`config.mk`:
```
export PLATFORM = sky130hd
export DESIGN_NAME = ps2_host_tx_flat
export DESIGN_NICKNAME = d
export VERILOG_FILES = /design/src/rtl/ps2_pkg.sv /design/src/rtl/ps2_host_tx_if.sv /design/src/rtl/ps2_line_sync.sv /design/src/rtl/ps2_host_tx.sv /design/src/flat_wrapper.sv
export SDC_FILE = /design/constraint.sdc
export NUM_CORES = 1
export LEC_CHECK = 0
export ABC_AREA = 1
export CAP_MARGIN = 20
export CORE_ASPECT_RATIO = 0.9
export CORE_UTILIZATION = 50
export DETAILED_ROUTE_END_ITERATION = 16
export GPL_ROUTABILITY_DRIVEN = 0
export PLACE_DENSITY = 0.69
export SETUP_SLACK_MARGIN = 0.2
export SYNTH_ARGS = -nofsm -noshare
export SYNTH_HDL_FRONTEND = slang
export SYNTH_SLANG_ARGS = --single-unit
```
`constraint.sdc`:
```
create_clock -name clk_i -period 1.9 [get_ports clk_i]
set_clock_uncertainty 0.05 [all_clocks]
set_input_delay 0.38 -clock clk_i [delete_from_list [all_inputs] [get_ports clk_i]]
set_output_delay 0.38 -clock clk_i [all_outputs]
set_load 0.02 [all_outputs]
```
`src/rtl/ps2_pkg.sv`:
```
// Shared PS/2 definitions: host-transmit FSM encoding, command bytes, frame sizing.
package ps2_pkg;

   typedef enum logic [2:0] {
      ST_IDLE,
      ST_INHIBIT,
      ST_RTS,
      ST_SEND,
      ST_ACK,
      ST_WAIT_REL
   } state_e;

   localparam logic [7:0] CMD_SET_LED = 8'hED;
   localparam logic [7:0] CMD_ECHO    = 8'hEE;
   localparam logic [7:0] CMD_ENABLE  = 8'hF4;
   localparam logic [7:0] CMD_RESET   = 8'hFF;
   localparam logic [7:0] ACK_BYTE    = 8'hFA;

   localparam int FRAME_LEN = 11;
   localparam int CNT_W     = 20;

   function automatic logic odd_parity(input logic [7:0] d);
      return ~^d;
   endfunction

endpackage

```
`src/rtl/ps2_host_tx_if.sv`:
```
// Command-byte request/status bundle between a controller and the PS/2 host transmitter.
interface ps2_host_tx_if;

   logic [7:0] tx_data;
   logic       tx_valid;
   logic       tx_ready;
   logic       tx_busy;
   logic       tx_done;
   logic       tx_error;

   modport master (output tx_data, tx_valid, input tx_ready, tx_busy, tx_done, tx_error);
   modport slave  (input tx_data, tx_valid, output tx_ready, tx_busy, tx_done, tx_error);

endinterface

```
`src/rtl/ps2_line_sync.sv`:
```
// Synchroniser for the raw PS2_CLK/PS2_DAT pins with registered falling-edge flags.
module ps2_line_sync #(
   parameter int SYNC_STAGES = 2
) (
   input  logic clk_i,
   input  logic rst_i,
   input  logic ps2_clk_i,
   input  logic ps2_dat_i,
   output logic clk_s_o,
   output logic dat_s_o,
   output logic clk_fall_o,
   output logic dat_fall_o
);

   // bit 0 = clk, bit 1 = dat; idle bus level is high
   logic [SYNC_STAGES-1:0][1:0] sync_q;
   logic [1:0]                  prev_q;
   logic [1:0]                  fall_q;
   logic [1:0]                  line_s;

   assign line_s = sync_q[SYNC_STAGES-1];

   always_ff @(posedge clk_i or posedge rst_i) begin
      if (rst_i) begin
         sync_q <= '1;
         prev_q <= '1;
         fall_q <= '0;
      end else begin
         sync_q[0] <= {ps2_dat_i, ps2_clk_i};
         for (int i = 1; i < SYNC_STAGES; i++) sync_q[i] <= sync_q[i-1];
         prev_q <= line_s;
         fall_q <= prev_q & ~line_s;
      end
   end

   assign clk_s_o    = line_s[0];
   assign dat_s_o    = line_s[1];
   assign clk_fall_o = fall_q[0];
   assign dat_fall_o = fall_q[1];

endmodule

```
`src/rtl/ps2_host_tx.sv`:
```
// PS/2 host-to-device command transmitter: inhibit, request-to-send, clock out 8 data +
// odd parity + stop on device clock falls, then collect the device ack bit.
module ps2_host_tx
   import ps2_pkg::*;
#(
   parameter int CLK_FREQ_HZ    = 50_000_000,
   parameter int INHIBIT_CYCLES = CLK_FREQ_HZ / 10_000,
   parameter int TIMEOUT_CYCLES = (CLK_FREQ_HZ / 1000) * 15,
   parameter int SYNC_STAGES    = 2
) (
   input  logic    clk_i,
   input  logic    rst_i,
   ps2_host_tx_if.slave tx,
   input  logic    ps2_clk_i,
   input  logic    ps2_dat_i,
   output logic    ps2_clk_oe_o,
   output logic    ps2_dat_oe_o
);

   localparam logic [CNT_W-1:0] INH_LIM = CNT_W'(INHIBIT_CYCLES - 1);
   localparam logic [CNT_W-1:0] TMO_LIM = CNT_W'(TIMEOUT_CYCLES);
   localparam logic [3:0]       LAST_TX = 4'(FRAME_LEN - 2);

   logic clk_s, dat_s, clk_fall, dat_fall;

   ps2_line_sync #(.SYNC_STAGES(SYNC_STAGES)) u_sync (
      .clk_i     (clk_i),
      .rst_i     (rst_i),
      .ps2_clk_i (ps2_clk_i),
      .ps2_dat_i (ps2_dat_i),
      .clk_s_o   (clk_s),
      .dat_s_o   (dat_s),
      .clk_fall_o(clk_fall),
      .dat_fall_o(dat_fall)
   );

   logic unused_dat_fall;
   assign unused_dat_fall = dat_fall;

   state_e           state_q, state_d;
   logic [CNT_W-1:0] cnt_q, cnt_d;
   logic [3:0]       bit_q, bit_d;
   logic [9:0]       frame_q, frame_d;
   logic             drv_q, drv_d;
   logic             clk_oe, dat_oe, done, err, tmo;

   always_ff @(posedge clk_i or posedge rst_i) begin
      if (rst_i) begin
         state_q <= ST_IDLE;
         cnt_q   <= '0;
         bit_q   <= '0;
         frame_q <= '0;
         drv_q   <= 1'b0;
      end else begin
         state_q <= state_d;
         cnt_q   <= cnt_d;
         bit_q   <= bit_d;
         frame_q <= frame_d;
         drv_q   <= drv_d;
      end
   end

   always_comb begin
      state_d = state_q;
      cnt_d   = (cnt_q == '1) ? cnt_q : cnt_q + 1'b1;
      bit_d   = bit_q;
      frame_d = frame_q;
      drv_d   = drv_q;
      clk_oe  = 1'b0;
      dat_oe  = 1'b0;
      done    = 1'b0;
      err     = 1'b0;
      // counter keeps running from RTS onwards so it bounds the whole device exchange
      tmo     = (state_q inside {ST_RTS, ST_SEND, ST_ACK, ST_WAIT_REL}) && (cnt_q >= TMO_LIM);

      unique case (state_q)
         ST_IDLE: begin
            cnt_d = '0;
            if (tx.tx_valid) begin
               frame_d = {1'b1, odd_parity(tx.tx_data), tx.tx_data};
               state_d = ST_INHIBIT;
            end
         end
         ST_INHIBIT: begin
            clk_oe = 1'b1;
            if (cnt_q == INH_LIM) begin
               cnt_d   = '0;
               state_d = ST_RTS;
            end
         end
         ST_RTS: begin
            dat_oe  = 1'b1;
            bit_d   = '0;
            drv_d   = 1'b1;
            state_d = ST_SEND;
         end
         ST_SEND: begin
            dat_oe = drv_q;
            if (clk_fall) begin
               bit_d   = bit_q + 1'b1;
               drv_d   = ~frame_q[0];
               frame_d = {1'b0, frame_q[9:1]};
               if (bit_q == LAST_TX) state_d = ST_ACK;
            end
         end
         ST_ACK: begin
            if (clk_fall) begin
               if (!dat_s) state_d = ST_WAIT_REL;
               else begin
                  err     = 1'b1;
                  state_d = ST_IDLE;
               end
            end
         end
         ST_WAIT_REL: begin
            if (clk_s && dat_s) begin
               done    = 1'b1;
               state_d = ST_IDLE;
            end
         end
         default: state_d = ST_IDLE;
      endcase

      if (tmo) begin
         clk_oe  = 1'b0;
         dat_oe  = 1'b0;
         done    = 1'b0;
         err     = 1'b1;
         state_d = ST_IDLE;
      end
   end

   assign ps2_clk_oe_o = clk_oe;
   assign ps2_dat_oe_o = dat_oe;
   assign tx.tx_ready  = (state_q == ST_IDLE);
   assign tx.tx_busy   = (state_q != ST_IDLE);
   assign tx.tx_done   = done;
   assign tx.tx_error  = err;

endmodule
```
`src/flat_wrapper.sv`:
```
// flat-port wrapper written by rule: the top's interface ports become plain ports
module ps2_host_tx_flat import ps2_pkg::*;
#(
   parameter int CLK_FREQ_HZ    = 50_000_000,
   parameter int INHIBIT_CYCLES = CLK_FREQ_HZ / 10_000,
   parameter int TIMEOUT_CYCLES = (CLK_FREQ_HZ / 1000) * 15,
   parameter int SYNC_STAGES    = 2
)
  (clk_i, rst_i, ps2_clk_i, ps2_dat_i, ps2_clk_oe_o, ps2_dat_oe_o, tx_tx_data, tx_tx_valid, tx_tx_ready, tx_tx_busy, tx_tx_done, tx_tx_error);
  ps2_host_tx_if tx_i ();
  input  logic clk_i;
  input  logic rst_i;
  input  logic ps2_clk_i;
  input  logic ps2_dat_i;
  output logic ps2_clk_oe_o;
  output logic ps2_dat_oe_o;
  input wire logic [$bits(tx_i.tx_data)-1:0] tx_tx_data;
  input wire logic [$bits(tx_i.tx_valid)-1:0] tx_tx_valid;
  output wire logic [$bits(tx_i.tx_ready)-1:0] tx_tx_ready;
  output wire logic [$bits(tx_i.tx_busy)-1:0] tx_tx_busy;
  output wire logic [$bits(tx_i.tx_done)-1:0] tx_tx_done;
  output wire logic [$bits(tx_i.tx_error)-1:0] tx_tx_error;
  assign tx_i.tx_data = tx_tx_data;
  assign tx_i.tx_valid = tx_tx_valid;
  assign tx_tx_ready = tx_i.tx_ready;
  assign tx_tx_busy = tx_i.tx_busy;
  assign tx_tx_done = tx_i.tx_done;
  assign tx_tx_error = tx_i.tx_error;
  ps2_host_tx #(.CLK_FREQ_HZ(CLK_FREQ_HZ), .INHIBIT_CYCLES(INHIBIT_CYCLES), .TIMEOUT_CYCLES(TIMEOUT_CYCLES), .SYNC_STAGES(SYNC_STAGES)) u_core (.clk_i(clk_i), .rst_i(rst_i), .tx(tx_i), .ps2_clk_i(ps2_clk_i), .ps2_dat_i(ps2_dat_i), .ps2_clk_oe_o(ps2_clk_oe_o), .ps2_dat_oe_o(ps2_dat_oe_o));
endmodule
```
==> results.json, run 1 <==
{
  "status": "complete, but fails checks",
  "violations": "negative setup slack",
  "viasPerCell": 5.34,
  "drive_gt1_share_pct": 32.2,
  "postLayoutCellArea_um2": 3770,
  "holdBufCountCts": 0,
  "cts_tree": "yes",
  "min_to": "u_core.u_sync.line_s[1]$_DFF_PP1_",
  "grt_max_degree": 45,
  "r2r_start": "u_core.cnt_q[0]$_DFF_PP0_",
  "min_path_type": "reg2reg",
  "cp.required_ns": 1.47,
  "min_period_ns": 2.09,
  "r2r_setup_slack_ns": 0.17,
  "ir_worst_vdd_mv": 1.25,
  "relSlewSlack_pct": 72.0,
  "io_buffer_count": 18,
  "synth_top_cell_by_area": "dfrtp_1",
  "syn_area_um2": 2760,
  "drv_cap": 0,
  "avgSynthCellArea_um2": 7.35,
  "powerDensity_nw_per_um2": 1000,
  "rows": 25,
  "arrival_ns": 1.66,
  "clockBufferDepth": 2,
  "syn_inst": 375,
  "crit_family": "simple AND/OR/NAND/NOR gates",
  "synth_edf_count": 0,
  "drt-total-wl_um": 7570,
  "period_share_pct": 110,
  "start_kind": "register",
  "cts-root-buf": "clkbuf_8",
  "fmax_mhz": 478,
  "cp_num_buf_inv": 2,
  "holdWs_ns": 0.308,
  "grt_usage_pct": 26.2,
  "htree_num_levels": 2,
  "ys_ff_latch": 44,
  "worstPathMaxFanout": 3,
  "dp_slack_ns": -0.259,
  "ys_top_cells_by_count": "nand2_1, nor2_1, dfrtp_1, inv_1, nand3_1",
  "report.final.slew_viol_count": 0,
  "synth_ff_type": "dfrtp_1",
  "nNetsFinal": 466,
  "finalHoldViolCount": 0,
  "clkSinkCount": 44,
  "antenna_left": 0,
  "vias": 2761,
  "dieArea_um2": 5820,
  "area_growth_pct": 36.6,
  "start_util_pct": 52.2,
  "dp_hpwl_um": 4980,
  "p_leak_nw": 1.82,
  "timing.rr.end": "u_core.cnt_q[9]$_DFF_PP0_",
  "netlist_top_cells_area": "dfrtp_1, nand2_1, nor2_1",
  "clk_latency_ns": 0.31,
  "clk_pin_slew_ns": 0.09,
  "drt_iter0_drc": 227,
  "crit_path_end_kind": "output port",
  "drc": 0,
  "reg2regPathDepth": 10,
  "grt.overflow.total": 0,
  "yosysTopAreaCellShare_pct": 35.4,
  "synth.most_common_cell": "nand2_1",
  "synthArstFlopShare_pct": 100,
  "antenna_found_initial": 0,
  "die_h_um": 72.5,
  "crit_type": "reg2out",
  "crit_top_cell": "nand2_2",
  "fp.dieW_um": 80.3,
  "ios": 19,
  "critPathLaunch": "u_core.cnt_q[11]$_DFF_PP0_",
  "coreArea_um2": 5290,
  "worstMarginPinSlew_ns": 0.417,
  "place_inst": 491,
  "synth_nets": 392,
  "ys_seq_area_share_pct": 40.2,
  "dpl_cell_area_um2": 3290,
  "worst_path_max_delay_cell": "dfrtp_1",
  "hp-start": "u_core.u_sync.sync_q[1]$_DFF_PP1_",
  "slowest_delay_ns": 0.40,
  "grt_pass1_vias": 2434,
  "wire_per_inst_um": 14.6,
  "diodes": 0,
  "cts_buffers": 5,
  "setup_viol": 3,
  "fin_ws_ns": -0.192,
  "dr.pass1.iters": 5,
  "fin_cells": 517,
  "cp_cell_sequence": "nor2_2 -> inv_2 -> nor2_4 -> nand2_2 -> nand2_2 -> nand2_4 -> a211oi_2 -> buf_4",
  "whs_path_depth": 0,
  "grt_pass1_wl_um": 11500,
  "rsz0062_at_grt": "true",
  "synth_cell_types": 34,
  "ys.warnings.count": 0,
  "fin_util_pct": 71.2
}
[worst reg2reg max path, stage by stage, from the launching register on]
cell and delay [ns]:
dfrtp_1 0.40, ha_4 0.18, nand2_4 0.06, nor2_4 0.15, nand2_2 0.10, nor2_4 0.19, buf_4 0.15, nand3_4 0.16
nand2_4 0.13, nand3_2 0.06, nand2_1 0.05
[metrics by stage]
| stage | total power, mW | setup TNS (ns) |
|---|---|---|
| floorplan | 2.30 | 0 |
| finish | 3.78 | -0.428 |
| detailed placement | 2.78 | -0.676 |
| global route | 4.02 | -0.740 |
| global placement | 2.76 | -0.574 |
| CTS | 3.54 | -0.400 |
[cells by family after synthesis]
group                      count (synthesis)  synth area share (%)
buffers and inverters                     51                  8.12
adders and majority gates                  4                  1.81
AOI/OAI and AO/OA                         39                  9.07
and+or+nand+nor                          220                  35.4
xor gates and xnor gates                  17                  5.40
DFF                                       44                  40.2
[sequential cells by signal (all words and copies together), names as in the netlist]
| signal | count |
|---|---|
| u_core.u_sync.prev_q | 1 |
| u_core.cnt_q | 20 |
| u_core.u_sync.line_s | 2 |
| u_core.u_sync.fall_q | 1 |
| u_core.frame_q | 10 |
| u_core.u_sync.sync_q | 2 |
| u_core.bit_q | 4 |
| u_core.state_q | 3 |
| u_core.drv_q | 1 |
[layout by cell type (no fill, tap or decap), types with 2 or more instances in the layout]
cell,count
nand2_1,99
buf_4,57
nor2_1,43
dfrtp_1,39
inv_1,35
nand3_1,20
nand2_2,16
clkdlybuf4s50_1,12
xor2_1,10
a31oi_1,9
o21ai_0,9
nor2_4,8
inv_2,7
nor2_2,7
nand2_4,7
xnor2_1,6
a22oi_2,6
nand4_1,6
clkbuf_8,5
dfstp_2,5
o31ai_1,3
nand3_4,3
nand3_2,3
o21bai_1,3
a21oi_2,3
ha_1,3
buf_6,3
nor3_2,2
and2_1,2
a22oi_1,2
buf_12,2
[per-layer routing]
layer / routed length, µm / vias to the layer above / global-route usage [%]
li1: - / 1351 / -
met1: 3540 / 1292 / 38.7
met2: 3360 / 103 / 38.5
met3: 503 / 15 / 5.28
met4: 158 / 0 / 8.13
met5: 0 / - / 0
[layout make-up]
type | count | area (µm²)
Sequential cell | 44 | 1110
Fill cell | 402 | 1520
Inverter | 43 | 164
Timing Repair Buffer | 74 | 622
Clock buffer | 6 | 72.6
Clock inverter | 2 | 35.0
Tap cell | 67 | 83.8
Multi-Input combinational cell | 281 | 1680
[power breakdown]
group,internal [mW],switching [mW]
combinational,0.688,1.05
sequential,1.15,0.165
clock,0.391,0.342
[what timing repair did]
item / 4_1_cts / 5_1_grt
resized for setup: 37 / 54
cloned: 1 / 0
setup buffers: 4 / 13
endpoints found under the setup margin: 13 / 38
pin swaps: 8 / 17
[how the worst max path moves through the flow]
| stage | end | slack (ns) | cells after the start |
|---|---|---|---|
| after global routing | ps2_dat_oe_o | -0.31 | 8 |
| after floorplan | ps2_dat_oe_o | 0.24 | 6 |
| after CTS | ps2_dat_oe_o | -0.15 | 8 |
| after global placement | ps2_dat_oe_o | -0.22 | 8 |
| after detailed placement | ps2_dat_oe_o | -0.26 | 8 |
| final | ps2_dat_oe_o | -0.19 | 8 |
Power figures use the tool's default switching activity.
==> inputs of run 2 (changes only) <==
--- a/config.mk
+++ b/config.mk
@@ -9,6 +9,7 @@
 export CAP_MARGIN = 20
 export CORE_ASPECT_RATIO = 0.9
 export CORE_UTILIZATION = 50
+export CTS_BUF_LIST = sky130_fd_sc_hd__clkbuf_16
 export DETAILED_ROUTE_END_ITERATION = 16
 export GPL_ROUTABILITY_DRIVEN = 0
 export PLACE_DENSITY = 0.69
==> constraint.sdc (replaced) <==
create_clock -name clk_i -period 2.35 [get_ports clk_i]
set_clock_uncertainty 0.05 [all_clocks]
set_input_delay 0.47 -clock clk_i [delete_from_list [all_inputs] [get_ports clk_i]]
set_output_delay 0.47 -clock clk_i [all_outputs]
set_load 0.02 [all_outputs]
==> run 2 against run 1 <==
  * The flow now finishes without violations
  * Sequential share of layout area up 4.4 points
  * Clock power down 10%
  * Routed wire length down 17%
  * Power down 26%
  * Cell count down 7.0%
  * Worst hold slack worse by 0.00060 ns
  * First-iteration DRC count down 40%
  * Sequential power down 17%
  * Count of clock-buffer cells in the layout down 1
  * Critical path depth unchanged
  * Largest cell class unchanged
==> results.json, run 2 (same netlist as run 1, synthesis figures left out) <==
{
  "status": "finished clean",
  "worstMarginPinSlew_ns": 0.528,
  "viasPerCell": 5.23,
  "dr.pass1.iters": 5,
  "dp_hpwl_um": 4720,
  "mostFrequentLayoutCells": "nand2_1, nor2_1, inv_1, dfrtp_1, nand3_1",
  "min_period_ns": 2.09,
  "drc": 0,
  "grt_max_degree": 45,
  "rsz0062_at_grt": "true",
  "clockBufferDepth": 2,
  "fp.dieW_um": 80.3,
  "clk_latency_ns": 0.28,
  "coreArea_um2": 5290,
  "n_fill_cell": 477,
  "multi_input_area_um2": 1450,
  "antenna_found_initial": 0,
  "setup_tns_ns": 0,
  "drt_iter0_drc": 137,
  "dieArea_um2": 5820,
  "vias": 2517,
  "largest_reg_flops": 20,
  "drive_gt1_share_pct": 16.7,
  "drv_cap": 0,
  "grt_usage_pct": 23.9,
  "whs_path_depth": 0,
  "clk_pin_slew_ns": 0.06,
  "clkSinkCount": 44,
  "antenna_left": 0,
  "cts_buffers": 5,
  "htree_num_levels": 2,
  "die_h_um": 72.5,
  "cp_num_buf_inv": 2,
  "worst_path_max_delay_cell": "dfrtp_1",
  "diodes": 0,
  "fmax_mhz": 479,
  "setup_viol": 0,
  "start_kind": "register",
  "worstPathMaxFanout": 3,
  "ir_worst_vdd_mv": 0.701,
  "crit_type": "reg2out",
  "crit_family": "flip-flops",
  "relSlewSlack_pct": 64.6,
  "fin_ws_ns": 0.261,
  "cts_tree": "yes",
  "io_buffer_count": 18,
  "min_path_type": "reg2reg",
  "drt-total-wl_um": 6260,
  "start_util_pct": 52.2,
  "report.final.slew_viol_count": 0,
  "nNetsFinal": 430,
  "rows": 25,
  "area_growth_pct": 19.0,
  "p_leak_nw": 1.60,
  "reg2regPathDepth": 9,
  "period_share_pct": 88.9,
  "grt.overflow.total": 0,
  "arrival_ns": 1.57,
  "powerDensity_nw_per_um2": 848,
  "cp_cell_sequence": "nand2_1 -> inv_1 -> o21bai_1 -> nand2_1 -> nand2_1 -> nand2_2 -> a211oi_2 -> buf_2",
  "reg_top3": "u_core.cnt_q: 20 flops, u_core.frame_q: 10 flops, u_core.bit_q: 4 flops",
  "r2r_setup_slack_ns": 0.44,
  "ios": 19,
  "crit_path_end_kind": "output port",
  "cp.depth": 8,
  "crit_top_cell": "nand2_1",
  "wire_per_inst_um": 13.0,
  "regArea_um2": 1110,
  "largest-register": "u_core.cnt_q",
  "finalHoldViolCount": 0,
  "fin_util_pct": 62.1,
  "cp.required_ns": 1.83,
  "cts-root-buf": "clkbuf_16",
  "grt_pass1_vias": 2332,
  "grt_pass1_wl_um": 10700,
  "slowest_delay_ns": 0.38,
  "holdBufCountCts": 0,
  "layout_commonest_cell": "nand2_1",
  "dp_slack_ns": 0.0214
}
[run 2: area by class of cell]
type / instances / area share, %
clock buffer: 5 / 3.81
clock inverter: 3 / 0.457
inverter: 43 / 4.92
multi-input combinational: 280 / 44.2
sequential: 44 / 33.8
tap: 67 / 2.55
timing repair buffer: 39 / 10.3
[run 2: final timing paths]
path,end,startpoint
min reg2reg,u_core.u_sync.line_s[1]$_DFF_PP1_,u_core.u_sync.sync_q[1]$_DFF_PP1_
min,u_core.u_sync.line_s[1]$_DFF_PP1_,u_core.u_sync.sync_q[1]$_DFF_PP1_
max reg2reg,u_core.cnt_q[2]$_DFF_PP0_,u_core.cnt_q[1]$_DFF_PP0_
min in group asynchronous,u_core.cnt_q[9]$_DFF_PP0_,rst_i
max,ps2_dat_oe_o,u_core.cnt_q[4]$_DFF_PP0_
max in group asynchronous,u_core.u_sync.line_s[0]$_DFF_PP1_,rst_i
[run 2: through the flow]
stage	instance area, µm²	total power [mW]	hold WS, ns	cells
2_1_floorplan	2760	1.85	0.295	375
3_3_place_gp	3110	2.11	0.297	470
3_5_place_dp	3110	2.13	0.300	470
4_1_cts	3240	2.78	0.309	478
5_1_grt	3280	3.00	0.310	481
6_report	3280	2.78	0.307	481
[run 2: timing repair]
action | CTS | global route
resized for setup | 14 | 15
endpoints found under the setup margin | 6 | 6
pin swaps | 0 | 3
buffers inserted | 0 | 3
[run 2: metal layers]
metal / wire, µm / part of all wire [%] / GRT usage [%]
met3: 367 / 5.9 / 4.65
met4: 82 / 1.3 / 7.94
met1: 3080 / 49 / 34.6
met5: 0 / 0 / 0
met2: 2730 / 44 / 36.0
[run 2: where the power goes]
part	internal, mW	switching [mW]	total (mW)
sequential	0.930	0.159	1.09
combinational	0.356	0.677	1.03
clock	0.386	0.274	0.660
total	1.67	1.11	2.78
==> variant 1: new RTL, flow settings as in run 1 <==
`SYNC_STAGES` is set to 2 in 3 places; all go to 4.
--- a/src/rtl/ps2_line_sync.sv
+++ b/src/rtl/ps2_line_sync.sv
@@ -1,5 +1,5 @@
 // Synchroniser for the raw PS2_CLK/PS2_DAT pins with registered falling-edge flags.
 module ps2_line_sync #(
-   parameter int SYNC_STAGES = 2
+   parameter int SYNC_STAGES = 4
 ) (
    input  logic clk_i,
--- a/src/rtl/ps2_host_tx.sv
+++ b/src/rtl/ps2_host_tx.sv
@@ -7,5 +7,5 @@
    parameter int INHIBIT_CYCLES = CLK_FREQ_HZ / 10_000,
    parameter int TIMEOUT_CYCLES = (CLK_FREQ_HZ / 1000) * 15,
-   parameter int SYNC_STAGES    = 2
+   parameter int SYNC_STAGES    = 4
 ) (
    input  logic    clk_i,
--- a/src/flat_wrapper.sv
+++ b/src/flat_wrapper.sv
@@ -5,5 +5,5 @@
    parameter int INHIBIT_CYCLES = CLK_FREQ_HZ / 10_000,
    parameter int TIMEOUT_CYCLES = (CLK_FREQ_HZ / 1000) * 15,
-   parameter int SYNC_STAGES    = 2
+   parameter int SYNC_STAGES    = 4
 )
   (clk_i, rst_i, ps2_clk_i, ps2_dat_i, ps2_clk_oe_o, ps2_dat_oe_o, tx_tx_data, tx_tx_valid, tx_tx_ready, tx_tx_busy, tx_tx_done, tx_tx_error);
Behaviour: no difference found for any inputs over 10 cycles, from zero or initial values and one cycle with rst_i high; that may be too few to reach the edited logic, so the function may still have changed.
==> variant 1 against run 1 <==
- the run still ends with setup timing left
- worst setup slack better by 76 ps
- register-to-register slack worse by 50 ps
- area after synthesis increased by 6.6%
- non-clock buffer count rose by 29
- cell area is 12% higher
- utilization is 3.3 points higher
- global-route usage fell by 0.53 points
- sequential share of layout area shrank 0.64 points
- first-iteration DRC count is 6.2% lower
- sequential cell count is 4 higher
- largest power group unchanged
- routed wire length up 9.1%
- total power rose by 16%
==> variant 1: results (changes against run 1) <==
Outcome
  • Status: complete, but fails checks
  • Failing checks: setup timing

Global routing
  • Global-route wire length before repair: 12500 um (+9.1%)
  • Vias in the first global route: 2688 (+10%)
  • Gr usage total: 25.67% (-0.53 points)
  • Largest net degree at the start of global routing: 37 (-18%)
  • Initial antenna violation count: 0 (unchanged)

Worst hold path
  • Worst Hold Class: input pin to asynchronous set/reset pin

STA
  • Hold WS: 281.7 ps (-26.33 ps)
  • Setup TNS Final: -298.4 ps (+129.4 ps)
  • Slew headroom: 74.06% (+2.1 points)
  • PnR worst setup slack: -116.2 ps (+75.84 ps)
  • Endpoints failing setup: 3 (unchanged)

Cells and area
  • Ant diodes: 0 (unchanged)
  • Regs by FF count: u_core.cnt_q (20), u_core.frame_q (10), u_core.u_sync.sync_q (6)
  • Layout Nets: 512 (+9.9%)
  • Multi-input logic area: 1743 um^2 (+3.6%)
  • Filler Cell Count: 390 (-3.0%)
  • Non-Filler Instances: 566 (+9.5%)
  • Proportion of layout cells with a drive suffix above 1: 38.10% (+5.9 points)

Critical path
  • CP top delay family: simple AND/OR/NAND/NOR gates
  • Reg-to-Reg Start: u_core.cnt_q[11]$_DFF_PP0_
  • R2r setup slk: 120 ps (-50 ps)
  • Crit path max fanout: 3 (unchanged)
  • Worst Setup EP: tx_tx_error
  • Largest stage delay on the critical path: 400 ps (about the same)
  • CP max-delay cell: dfrtp_1
  • R2R Path End: u_core.cnt_q[2]$_DFF_PP0_
  • Critical path startpoint: u_core.cnt_q[4]$_DFF_PP0_
  • Worst r2r path cells: 13 (+3)

Detailed routing
  • DR WL/cell: 14.59 um (-0.30%)
  • Avg Vias per Cell: 5.277 (-1.2%)
  • Post-DRT Antenna Nets: 0 (unchanged)
  • Initial DRC count: 213 (-6.2%)
  • DR pass1 iterations: 5 (unchanged)

Yosys
  • Post-synth ARST share: 100.0% (unchanged)
  • Sequential share of the synthesized area: 41.23% (+1.1 points)
  • Synth cell count leaders: nand2_1, nor2_1, inv_1, dfrtp_1, nand3_1
  • Post-synthesis cell count: 390 (+4.0%)
  • Primary FF master, synth: dfrtp_1
  • Largest cells by area after synthesis: dfrtp_1, nand2_1, dfstp_2
  • Syn Nets: 407 (+3.8%)
  • Yosys Warn Count: 0 (unchanged)
  • Netlist cell types: 40 (+18%)

Clocking
  • Max Buffers Root-to-Sink: 2 (unchanged)
  • Cts bufs inserted: 5 (unchanged)
  • Clk Tree Root Cell: clkbuf_8
  • # hold bufs at CTS: 0 (unchanged)
  • H-tree Lvls: 2 (unchanged)
  • Clk slew on worst S/H paths: 90 ps (about the same)

Placed design
  • Dpl ws: -263.6 ps (-4.087 ps)
  • Area after DPL: 3568 um^2 (+8.4%)
  • HPWL after detailed placement: 5131 um (+3.1%)
  • Post-Place Cells: 523 (+6.5%)

Power
  • Lkg Pwr: 2.096 nW (+15%)
  • Worst vdd ir: 0.7809 mV (-37%)
variant 1: cells by family (layout without fill, tap and decap cells):
kind of cell,after synthesis,after routing,share of synthesized area (%)
muxes,1,1,0.3404
DFF,48,48,41.23
and+or+nand+nor,224,225,35.11
adders and majority gates,4,4,1.702
xor gates and xnor gates,17,17,5.064
buffers and inverters,56,161,8.085
AOI/OAI and AO/OA,40,40,8.468
variant 1: timing repair:
item	in CTS	in global routing
gates resized for setup	73	37
endpoints found under the setup margin	20	39
buffers inserted	19	15
pin swaps	18	29
cloned	1	0
variant 1: layer usage:
layer | track usage, % | vias to the layer above | wire (um)
met5 | 0 | - | 0
met4 | 9.004 | 0 | 255
met3 | 4.386 | 33 | 491
met2 | 42.35 | 125 | 3871
met1 | 34.95 | 1377 | 3640
li1 | - | 1452 | -
variant 1: worst min path at each step:
stage | end | cells past startpoint
global route | u_core.state_q[2]$_DFFE_PP0P_ | 2
CTS | u_core.state_q[0]$_DFFE_PP0P_ | 2
floorplan | u_core.u_sync.line_s[0]$_DFF_PP1_ | 0
finish | u_core.state_q[2]$_DFFE_PP0P_ | 2
global placement | u_core.u_sync.line_s[0]$_DFF_PP1_ | 0
detailed placement | u_core.u_sync.line_s[1]$_DFF_PP1_ | 0
variant 1: area by class of cell:
class                      count  share of cell area, %
inverter                      50                  4.744
clock buffer                   8                  2.905
multi-input combinational    287                  41.30
timing repair buffer         103                  20.22
tap                           70                  2.075
sequential                    48                  28.76
variant 1: where the power goes:
part / internal, mW / switching [mW]
registers: 1.25 / 0.159
clock network: 0.420 / 0.336
logic: 0.921 / 1.29
total: 2.59 / 1.78
==> variant 2: new RTL, settings of run 1 <==
Without the edit above. Make the reset (`rst_i`) synchronous in 2 clocked blocks.
--- a/src/rtl/ps2_line_sync.sv
+++ b/src/rtl/ps2_line_sync.sv
@@ -21,5 +21,5 @@
    assign line_s = sync_q[SYNC_STAGES-1];
 
-   always_ff @(posedge clk_i or posedge rst_i) begin
+   always_ff @(posedge clk_i) begin
       if (rst_i) begin
          sync_q <= '1;
--- a/src/rtl/ps2_host_tx.sv
+++ b/src/rtl/ps2_host_tx.sv
@@ -45,5 +45,5 @@
    logic             clk_oe, dat_oe, done, err, tmo;
 
-   always_ff @(posedge clk_i or posedge rst_i) begin
+   always_ff @(posedge clk_i) begin
       if (rst_i) begin
          state_q <= ST_IDLE;
Formal check against the unedited RTL: differs if rst_i is asserted again (counterexample within 4 cycles, from zero or initial values and one cycle with rst_i high); with rst_i held inactive, the same outputs for 10 cycles.
==> variant 2 against run 1 <==
- routed wire length shrank 21%
- via count shrank 7.4%
- cell area shrank 13%
- total power shrank 20%
- area after synthesis shrank 8.0%
- sequential cell count is the same
- sequential share of layout area shrank 2.2 points
- largest power group unchanged
- highest routed layer unchanged
- worst setup slack gained 260 ps
==> variant 2: results (changes against run 1) <==
Outcome
  • Status: finished clean

Detailed routing
  • Initial DRC count: 166 (-27%)
  • Avg Vias per Cell: 5.014 (-6.1%)
  • Met3 WL: 214 um (-57%)
  • Met2 WL: 2769 um (-18%)
  • WL met1: 2941 um (-17%)
  • DR WL/cell: 11.72 um (-20%)
  • Vias: 2557 (-7.4%)

Power
  • Pwr Density: 921.9 nW/um^2 (-8.1%)

Yosys
  • Post-synth ARST share: 0% (-100 points)
  • Primary FF master, synth: dfxtp_1
  • Syn Nets: 396 (+1.0%)
  • Synth cell count leaders: nand2_1, nor2_1, dfxtp_1, inv_1, a21oi_1
  • Sequential share of the synthesized area: 34.73% (-5.4 points)
  • Largest cells by area after synthesis: dfxtp_1, nand2_1, nor2_1
  • Syn avg cell area: 6.692 um^2 (-9.0%)
  • Netlist cell types: 30 (-12%)

Critical path
  • Worst r2r path cells: 9 (-1)
  • R2R Path End: u_core.cnt_q[19]$_SDFF_PP0_
  • Reg-to-Reg Start: u_core.cnt_q[1]$_SDFF_PP0_
  • CP max-delay cell: dfxtp_2
  • R2r setup slk: 240 ps (+70 ps)
  • Crit path DAT: 1400 ps (-260 ps)
  • Worst Setup EP: tx_tx_done

Global routing
  • GRT met1 Usage: 31.96% (-6.8 points)
  • Global-route wire length before repair: 9963 um (-13%)
  • Met2 Usage GRT: 37.00% (-1.5 points)
  • Largest net degree at the start of global routing: 20 (-56%)
  • Global routing usage on met3: 3.684% (-1.6 points)
  • Gr usage total: 23.09% (-3.1 points)

Placed design
  • Dpl ws: -149.8 ps (+109.6 ps)
  • Post-Place Cells: 497 (+1.2%)
  • Area after DPL: 3062 um^2 (-7.0%)
  • HPWL after detailed placement: 4396 um (-12%)

Cells and area
  • Layout Nets: 461 (-1.1%)
  • Proportion of layout cells with a drive suffix above 1: 25.62% (-6.6 points)
  • Filler Cell Count: 438 (+9.0%)

Worst hold path
  • Hold path cells: 1 (+1)
  • Worst Hold End: u_core.u_sync.line_s[1]$_SDFF_PP1_

STA
  • Slew headroom: 80.93% (+9.0 points)
  • Hold WS: 368.1 ps (+59.99 ps)
  • Minimum clock period: 1832 ps (-259.9 ps)
variant 2: cell families (layout without fill, tap and decap cells):
logic type	count (synthesis)	count (layout)	share of synthesized area [%]
AND/OR/NAND/NOR	209	209	37.15
AO/OA/AOI/OAI	57	57	12.09
buffers and inverters	50	116	8.879
flip-flops	44	44	34.73
XOR/XNOR	15	15	5.180
adder cells (fa/ha/maj)	4	4	1.973
variant 2: where the power goes:
part	leakage (nW)	internal (mW)	switching, mW
clock	0.0541	0.389	0.324
sequential	0.363	1.05	0.0798
combinational	1.06	0.505	0.673
variant 2: final cells by class:
cell class | count | share of cell area (%)
Multi-Input combinational cell | 285 | 45.25
Sequential cell | 44 | 27.24
Timing Repair Buffer | 65 | 16.63
Inverter | 43 | 4.998
Tap cell | 65 | 2.480
Clock buffer | 5 | 2.098
Clock inverter | 3 | 1.297
variant 2: timing repair:
action,CTS,global route
endpoints found under the setup margin,22,35
pin swaps,7,6
buffers inserted,4,1
gates resized for setup,45,23
hold buffers,0,0
